===== src/rtl/syn_counter_pkg.sv =====
// Shared constants and types for the synchronous modulo-N up/down counter.
// The default configuration is a single BCD digit.
package syn_counter_pkg;

  localparam int DEFAULT_WIDTH   = 4;
  localparam int DEFAULT_MODULUS = 10;

  typedef logic [DEFAULT_WIDTH-1:0] cnt_t;

  // Per-edge operation, listed in priority order.
  typedef enum logic [1:0] {
    OP_RESET,
    OP_LOAD,
    OP_COUNT,
    OP_HOLD
  } op_e;

endpackage


===== src/rtl/cnt_next_state.sv =====
// Combinational next-state logic for the up/down counter: next count, terminal count,
// and the out-of-range load condition. It holds no state; the top owns the registers.
module cnt_next_state
  import syn_counter_pkg::*;
#(
  parameter int WIDTH   = DEFAULT_WIDTH,
  parameter int MODULUS = DEFAULT_MODULUS
) (
  input  logic [WIDTH-1:0] q,
  input  logic [WIDTH-1:0] d,
  input  logic             en,
  input  logic             up,
  input  logic             load,
  output logic [WIDTH-1:0] q_next,
  output logic             tc,
  output logic             load_err_next
);

  localparam logic [WIDTH-1:0] MAX_VAL = WIDTH'(MODULUS - 1);

  op_e op;

  always_comb begin
    op = OP_HOLD;
    if (load) begin
      op = OP_LOAD;
    end else if (en) begin
      op = OP_COUNT;
    end
  end

  // Wrap is decided by comparing against the terminal value, not by natural
  // overflow, so a modulus below 2**WIDTH still wraps at the right place.
  always_comb begin
    q_next        = q;
    load_err_next = 1'b0;
    case (op)
      OP_LOAD: begin
        if (d > MAX_VAL) begin
          q_next        = MAX_VAL;
          load_err_next = 1'b1;
        end else begin
          q_next = d;
        end
      end
      OP_COUNT: begin
        if (up) begin
          q_next = (q == MAX_VAL) ? '0 : q + WIDTH'(1);
        end else begin
          q_next = (q == '0) ? MAX_VAL : q - WIDTH'(1);
        end
      end
      default: begin
        q_next        = q;
        load_err_next = 1'b0;
      end
    endcase
  end

  // Depends on the current count only, so on a simultaneous load it reflects the pre-load value.
  assign tc = en & ((up & (q == MAX_VAL)) | (~up & (q == '0)));

endmodule


===== src/rtl/syn_updown_counter.sv =====
// Synchronous modulo-N up/down counter with parallel load, cascade terminal count,
// and a one-cycle load-error flag. Every flop is clocked from CLK; reset is synchronous.
module syn_updown_counter
  import syn_counter_pkg::*;
#(
  parameter int WIDTH   = DEFAULT_WIDTH,
  parameter int MODULUS = DEFAULT_MODULUS
) (
  input  logic             CLK,
  input  logic             RST_N,
  input  logic             EN,
  input  logic             UP,
  input  logic             LOAD,
  input  logic [WIDTH-1:0] D,
  output logic [WIDTH-1:0] Q,
  output logic             TC,
  output logic             LOAD_ERR
);

  if (MODULUS < 2 || MODULUS > (2 ** WIDTH)) begin : g_bad_modulus
    $error("syn_updown_counter: MODULUS out of range for WIDTH");
  end

  logic [WIDTH-1:0] q_q;
  logic [WIDTH-1:0] q_d;
  logic             load_err_q;
  logic             load_err_d;

  cnt_next_state #(
    .WIDTH  (WIDTH),
    .MODULUS(MODULUS)
  ) u_next (
    .q            (q_q),
    .d            (D),
    .en           (EN),
    .up           (UP),
    .load         (LOAD),
    .q_next       (q_d),
    .tc           (TC),
    .load_err_next(load_err_d)
  );

  always_ff @(posedge CLK) begin
    if (!RST_N) begin
      q_q        <= '0;
      load_err_q <= 1'b0;
    end else begin
      q_q        <= q_d;
      load_err_q <= load_err_d;
    end
  end

  assign Q        = q_q;
  assign LOAD_ERR = load_err_q;

  a_q_in_range : assert property (@(posedge CLK) disable iff (!RST_N)
    q_q <= WIDTH'(MODULUS - 1));

endmodule


===== config.mk =====
export PLATFORM = sky130hd
export DESIGN_NAME = syn_updown_counter
export DESIGN_NICKNAME = d
export VERILOG_FILES = /design/src/rtl/syn_counter_pkg.sv /design/src/rtl/cnt_next_state.sv /design/src/rtl/syn_updown_counter.sv
export SDC_FILE = /design/constraint.sdc
export NUM_CORES = 1
export LEC_CHECK = 0
export CAP_MARGIN = 20
export CORE_AREA = 5 5 42 44
export CTS_BUF_LIST = sky130_fd_sc_hd__clkbuf_16
export DETAILED_ROUTE_END_ITERATION = 10
export DIE_AREA = 0 0 47 49
export GPL_TIMING_DRIVEN = 0
export PLACE_DENSITY = 0.58
export SKIP_CTS_REPAIR_TIMING = 1
export SYNTH_ARGS = -nofsm -noshare
export SYNTH_HDL_FRONTEND = slang
export SYNTH_SLANG_ARGS = --single-unit

===== constraint.sdc =====
create_clock -name CLK -period 1.6 [get_ports CLK]
set_input_delay 0.32 -clock CLK [delete_from_list [all_inputs] [get_ports CLK]]
set_output_delay 0.32 -clock CLK [all_outputs]
set_load 0.1 [all_outputs]

==> results of run 1 <==
[cells in the final DEF (no fill, tap or decap), types with 2 or more instances in the layout]
cell type	count
nand2_1	2
dfxtp_4	2
xor2_1	3
o211ai_1	2
clkbuf_2	4
nor2_1	3
dlymetal6s2s_1	3
clkbuf_16	3
dfxtp_2	2
clkdlybuf4s50_1	5
inv_1	3
a21oi_1	2
[flip-flops by register name (all words and copies together) (netlist names)]
signal    cells
Q             4
LOAD_ERR      1
[through the flow]
stage	hold slack, ps	setup slack [ps]	cells	total power (W)
floorplan	490.6	-230.6	43	0.0002907
global placement	618.1	-1249	72	0.0003439
detailed placement	617.6	-1258	72	0.0003451
CTS	545.7	-1260	76	0.0007642
global route	596.6	-115.6	76	0.0007850
finish	542.2	-85.33	76	0.0007513
[power breakdown]
group | internal, W | switching (W)
sequential | 0.000135 | 0.0000101
clock | 0.000324 | 0.0000873
combinational | 0.0000661 | 0.000129
total | 0.000525 | 0.000226
[worst max path at each step]
stage | slack [ps] | end | start
final | -90 | TC | Q[0]$_SDFFE_PN0P_
after global placement | -1250 | TC | UP
after detailed placement | -1260 | TC | UP
after floorplan | -230 | TC | Q[0]$_SDFFE_PN0P_
after global routing | -120 | TC | Q[0]$_SDFFE_PN0P_
after CTS | -1260 | TC | UP
[routing by layer]
metal	routed length [um]	vias to the layer above	track usage, %
met5	0	-	0
met4	44	0	9.677
met3	55	5	4.428
met2	418	11	14.25
met1	421	179	10.04
li1	-	197	-
[cells in the mapped netlist, types with 2 or more instances]
master	count	area [sq um]
a21oi_1	3	15.01
dfxtp_1	5	100.1
nand2_1	2	7.510
inv_1	2	7.510
nor2_1	3	11.26
xor2_1	3	26.28
o211ai_1	2	15.01
[critical path, cell delays in order, from the launching register on]
cell and delay [ps]:
dfxtp_4 330, buf_6 130, or3_4 340, a21oi_4 150, buf_12 180
[layout make-up]
| class | instances | area, sq um |
|---|---|---|
| Multi-Input combinational cell | 33 | 256.5 |
| Buffer | 3 | 20.02 |
| Timing Repair Buffer | 13 | 127.6 |
| Tap cell | 16 | 20.02 |
| Sequential cell | 5 | 110.1 |
| Clock inverter | 1 | 3.754 |
| Clock buffer | 3 | 75.07 |
| Inverter | 2 | 7.507 |
| Fill cell | 147 | 780.7 |
[logic make-up (layout without fill, tap and decap cells)]
logic type,after synthesis,in the layout,synth area share [%]
AO/OA/AOI/OAI,14,14,30.17
AND/OR/NAND/NOR,14,14,23.05
flip-flops,5,5,27.12
buffers and inverters,5,22,7.456
XOR/XNOR,4,4,9.493
multiplexers,1,1,2.712
==> impl_metrics.json, run 1 <==
{
  "outcome": "complete, but fails checks",
  "violations": "setup timing",
  "ios": 15,
  "grt_pass1_wl_um": 1531,
  "numPortBuffers": 13,
  "r2r_start": "Q[0]$_SDFFE_PN0P_",
  "final_max_slew_viol_count": 0,
  "critical_path.max_fanout": 9,
  "cts_sinks": 5,
  "cts_tree": "built",
  "syn_to_final_growth_pct": 68.14,
  "die_w_um": 47,
  "arrival_ps": 1370,
  "synth-edff-count": 0,
  "place_area_sq_um": 544.3,
  "syn_nets": 52,
  "syn_area_sq_um": 369.1,
  "place_congestion": 0.7261,
  "max-cap-violations": 0,
  "syn_inst": 43,
  "finClkSkew_ps": 0.9367,
  "grtUsageTotal_pct": 9.979,
  "final_nets": 70,
  "hp-start": "LOAD",
  "drc": 0,
  "drt_iter0_markers": 5,
  "setup_ws_ps": -85.33,
  "setup_violations": 2,
  "power_density_nw_per_um2": 1211,
  "yosys_warnings": 0,
  "final_core_util_pct": 44.29,
  "worst_slew_pin_slew_ps": 963.5,
  "r2r_cells": 4,
  "fin_area_sq_um": 620.6,
  "row_count": 14,
  "first_pass_iters": 4,
  "viasPerCell": 5.158,
  "clk_pin_slew_ps": 30,
  "hp-class": "input pin to flop",
  "report.final.hold_viol_count": 0,
  "critPathKind": "flop to output pin",
  "start_util_pct": 26.34,
  "period_minus_slack_ps": 1685,
  "synth.distinct_cells": 30,
  "cts_root_buf": "clkbuf_16",
  "cp-start-kind": "flop",
  "antenna_found_initial": 0,
  "die_h_um": 49,
  "rsz0062_at_grt": "true",
  "die-area_sq_um": 2303,
  "wire_per_inst_um": 12.37,
  "syn_avg_cell_area_sq_um": 8.584,
  "vias": 392,
  "async_flop_share_pct": 0,
  "layout-drive-gt1-share_pct": 31.67,
  "cts_buffer_depth": 2,
  "diodes": 0,
  "gr-total-overflow": 0,
  "rr_endpoint": "Q[2]$_SDFFE_PN0P_",
  "critPathCaptureType": "output pin",
  "synth-main-ff-cell": "dfxtp_1",
  "place_hpwl_um": 694.7,
  "cp_data_required_time_ps": 1280,
  "p_leak_nw": 0.2745,
  "min_path_cells": 3,
  "clock_latency_ps": 230,
  "grt_pass1_vias": 368,
  "peakVddDrop_mv": 0.7234,
  "seq_area_frac_synth_pct": 27.12,
  "final.setup.tns_ps": -104.3,
  "routed_wl_um": 940,
  "r2r_slack_ps": 330,
  "relSlewSlack_pct": 35.66,
  "htreeDepth": 1,
  "ys_ff_latch": 5,
  "core_area_sq_um": 1401,
  "grt_max_degree": 10,
  "finalCritPeriodShare_pct": 105.3,
  "ant_nets": 0,
  "cts_buffers": 3,
  "fmaxAchievable_mhz": 593.4,
  "hold_end": "Q[1]$_SDFFE_PN0P_"
}
Note: power is estimated with default switching activity, not from simulation.
==> run 2: changes to the inputs <==
--- a/config.mk
+++ b/config.mk
@@ -12,7 +12,9 @@
 export DIE_AREA = 0 0 47 49
 export GPL_TIMING_DRIVEN = 0
 export PLACE_DENSITY = 0.58
+export SETUP_SLACK_MARGIN = 0.2
 export SKIP_CTS_REPAIR_TIMING = 1
+export SLEW_MARGIN = 20
 export SYNTH_ARGS = -nofsm -noshare
 export SYNTH_HDL_FRONTEND = slang
 export SYNTH_SLANG_ARGS = --single-unit
==> impl_metrics.json, run 2 (synthesis gave the netlist of run 1 again) <==
{
  "outcome": "complete, but fails checks",
  "violations": "setup timing",
  "hp-class": "input pin to flop",
  "crit_chain": "buf_8 > or3_4 > a21oi_4 > buf_12",
  "drc": 0,
  "final_common_cell": "clkdlybuf4s50_1",
  "cts_root_buf": "clkbuf_16",
  "syn_to_final_growth_pct": 78.31,
  "slowest_delay_ps": 340,
  "fmaxAchievable_mhz": 589.2,
  "clk_pin_slew_ps": 30,
  "finClkSkew_ps": 2.771,
  "diodes": 0,
  "ff_latch_area_sq_um": 115.1,
  "cp-start-kind": "flop",
  "grt_pass1_vias": 401,
  "arrival_ps": 1380,
  "die_h_um": 49,
  "max-cap-violations": 0,
  "report.final.hold_viol_count": 0,
  "critical_path.max_fanout": 4,
  "cts_buffers": 3,
  "cts_sinks": 5,
  "grt_max_degree": 10,
  "power_density_nw_per_um2": 1165,
  "layout-drive-gt1-share_pct": 34.92,
  "vias": 403,
  "final_core_util_pct": 46.96,
  "core_area_sq_um": 1401,
  "die-area_sq_um": 2303,
  "cts_tree": "built",
  "mostFrequentLayoutCells": "5 x clkdlybuf4s50_1, 4 x dfxtp_4",
  "relSlewSlack_pct": 33.21,
  "gr-total-overflow": 0,
  "grtUsageTotal_pct": 11.27,
  "grt_pass1_wl_um": 1835,
  "die_w_um": 47,
  "first_pass_iters": 2,
  "worst_slew_pin_slew_ps": 1000,
  "row_count": 14,
  "period_minus_slack_ps": 1697,
  "ant_nets": 0,
  "antenna_found_initial": 0,
  "numPortBuffers": 13,
  "rsz0062_at_grt": "true",
  "finalCritPeriodShare_pct": 106.1,
  "routed_wl_um": 1083,
  "start_util_pct": 26.34,
  "place_congestion": 0.6819,
  "fill_cells": 146,
  "multiInputGateArea_sq_um": 260.3,
  "cts_buffer_depth": 2,
  "critPathKind": "flop to output pin",
  "viasPerCell": 5.101,
  "final_nets": 73,
  "cp_data_required_time_ps": 1280,
  "cp_slowest_cell": "dfxtp_4",
  "setup_ws_ps": -97.33,
  "largest_reg_flops": 4,
  "ios": 15,
  "place_hpwl_um": 697,
  "drt_iter0_markers": 4,
  "clock_latency_ps": 230,
  "final_max_slew_viol_count": 0,
  "critPathCaptureType": "output pin",
  "total_power_w": 0.0007670,
  "setup_violations": 2,
  "peakVddDrop_mv": 0.5234,
  "p_leak_nw": 0.2908,
  "wire_per_inst_um": 13.71,
  "htreeDepth": 1
}
run 2: cell types whose count changed in the layout (fill, tap and decap cells not counted), moves of 2 or more:
cell / delta
buf_4: +3
clkbuf_2: -2
dfxtp_2: -2
dfxtp_4: +2
run 2: routing by layer:
metal  vias to the layer above  track usage (%)  wire length [um]
li1                        203                -                 -
met1                       181            16.04               502
met2                        14            13.35               461
met3                         5            3.690                86
met4                         0            8.295                33
met5                         -                0                 0
run 2: stage by stage:
step	worst slack [ps]	instances	hold slack [ps]	cell area [sq um]	TNS (ps)
finish	-97.33	79	562.9	658.1	-160.0
global placement	-1257	72	611.5	549.3	-2461
CTS	-1273	76	562.3	628.1	-3437
detailed placement	-1268	72	620.0	549.3	-2461
floorplan	-230.6	43	490.6	399.1	-230.6
global route	-126.0	79	624.0	658.1	-198.6
run 2: where the power goes:
part / leakage, nW / internal [W] / switching (W)
clock network: 0.0423 / 0.000324 / 0.0000869
registers: 0.0438 / 0.000134 / 0.0000119
logic: 0.205 / 0.0000774 / 0.000133
total: 0.291 / 0.000535 / 0.000232
run 2: area by class of cell:
class | instances | share of cell area [%]
Timing Repair Buffer | 16 | 23.19
Sequential cell | 5 | 17.49
Multi-Input combinational cell | 33 | 39.54
Tap cell | 16 | 3.042
Clock buffer | 3 | 11.41
Clock inverter | 1 | 0.5703
Inverter | 2 | 1.141
Buffer | 3 | 3.612
run 2: final timing paths:
kind	end	from	slack (ps)	cells after the start
hold / removal	Q[1]$_SDFFE_PN0P_	LOAD	560	3
setup reg to reg	Q[2]$_SDFFE_PN0P_	Q[0]$_SDFFE_PN0P_	260	5
setup / recovery	TC	Q[0]$_SDFFE_PN0P_	-100	4
hold reg to reg	Q[3]$_SDFFE_PN0P_	Q[3]$_SDFFE_PN0P_	630	2
run 2: critical path, delay by kind of cell (launching register included):
kind	cells	cell delay, ps
buffers and inverters	2	300
DFF	1	340
and+or+nand+nor	1	330
AOI/OAI and AO/OA	1	170
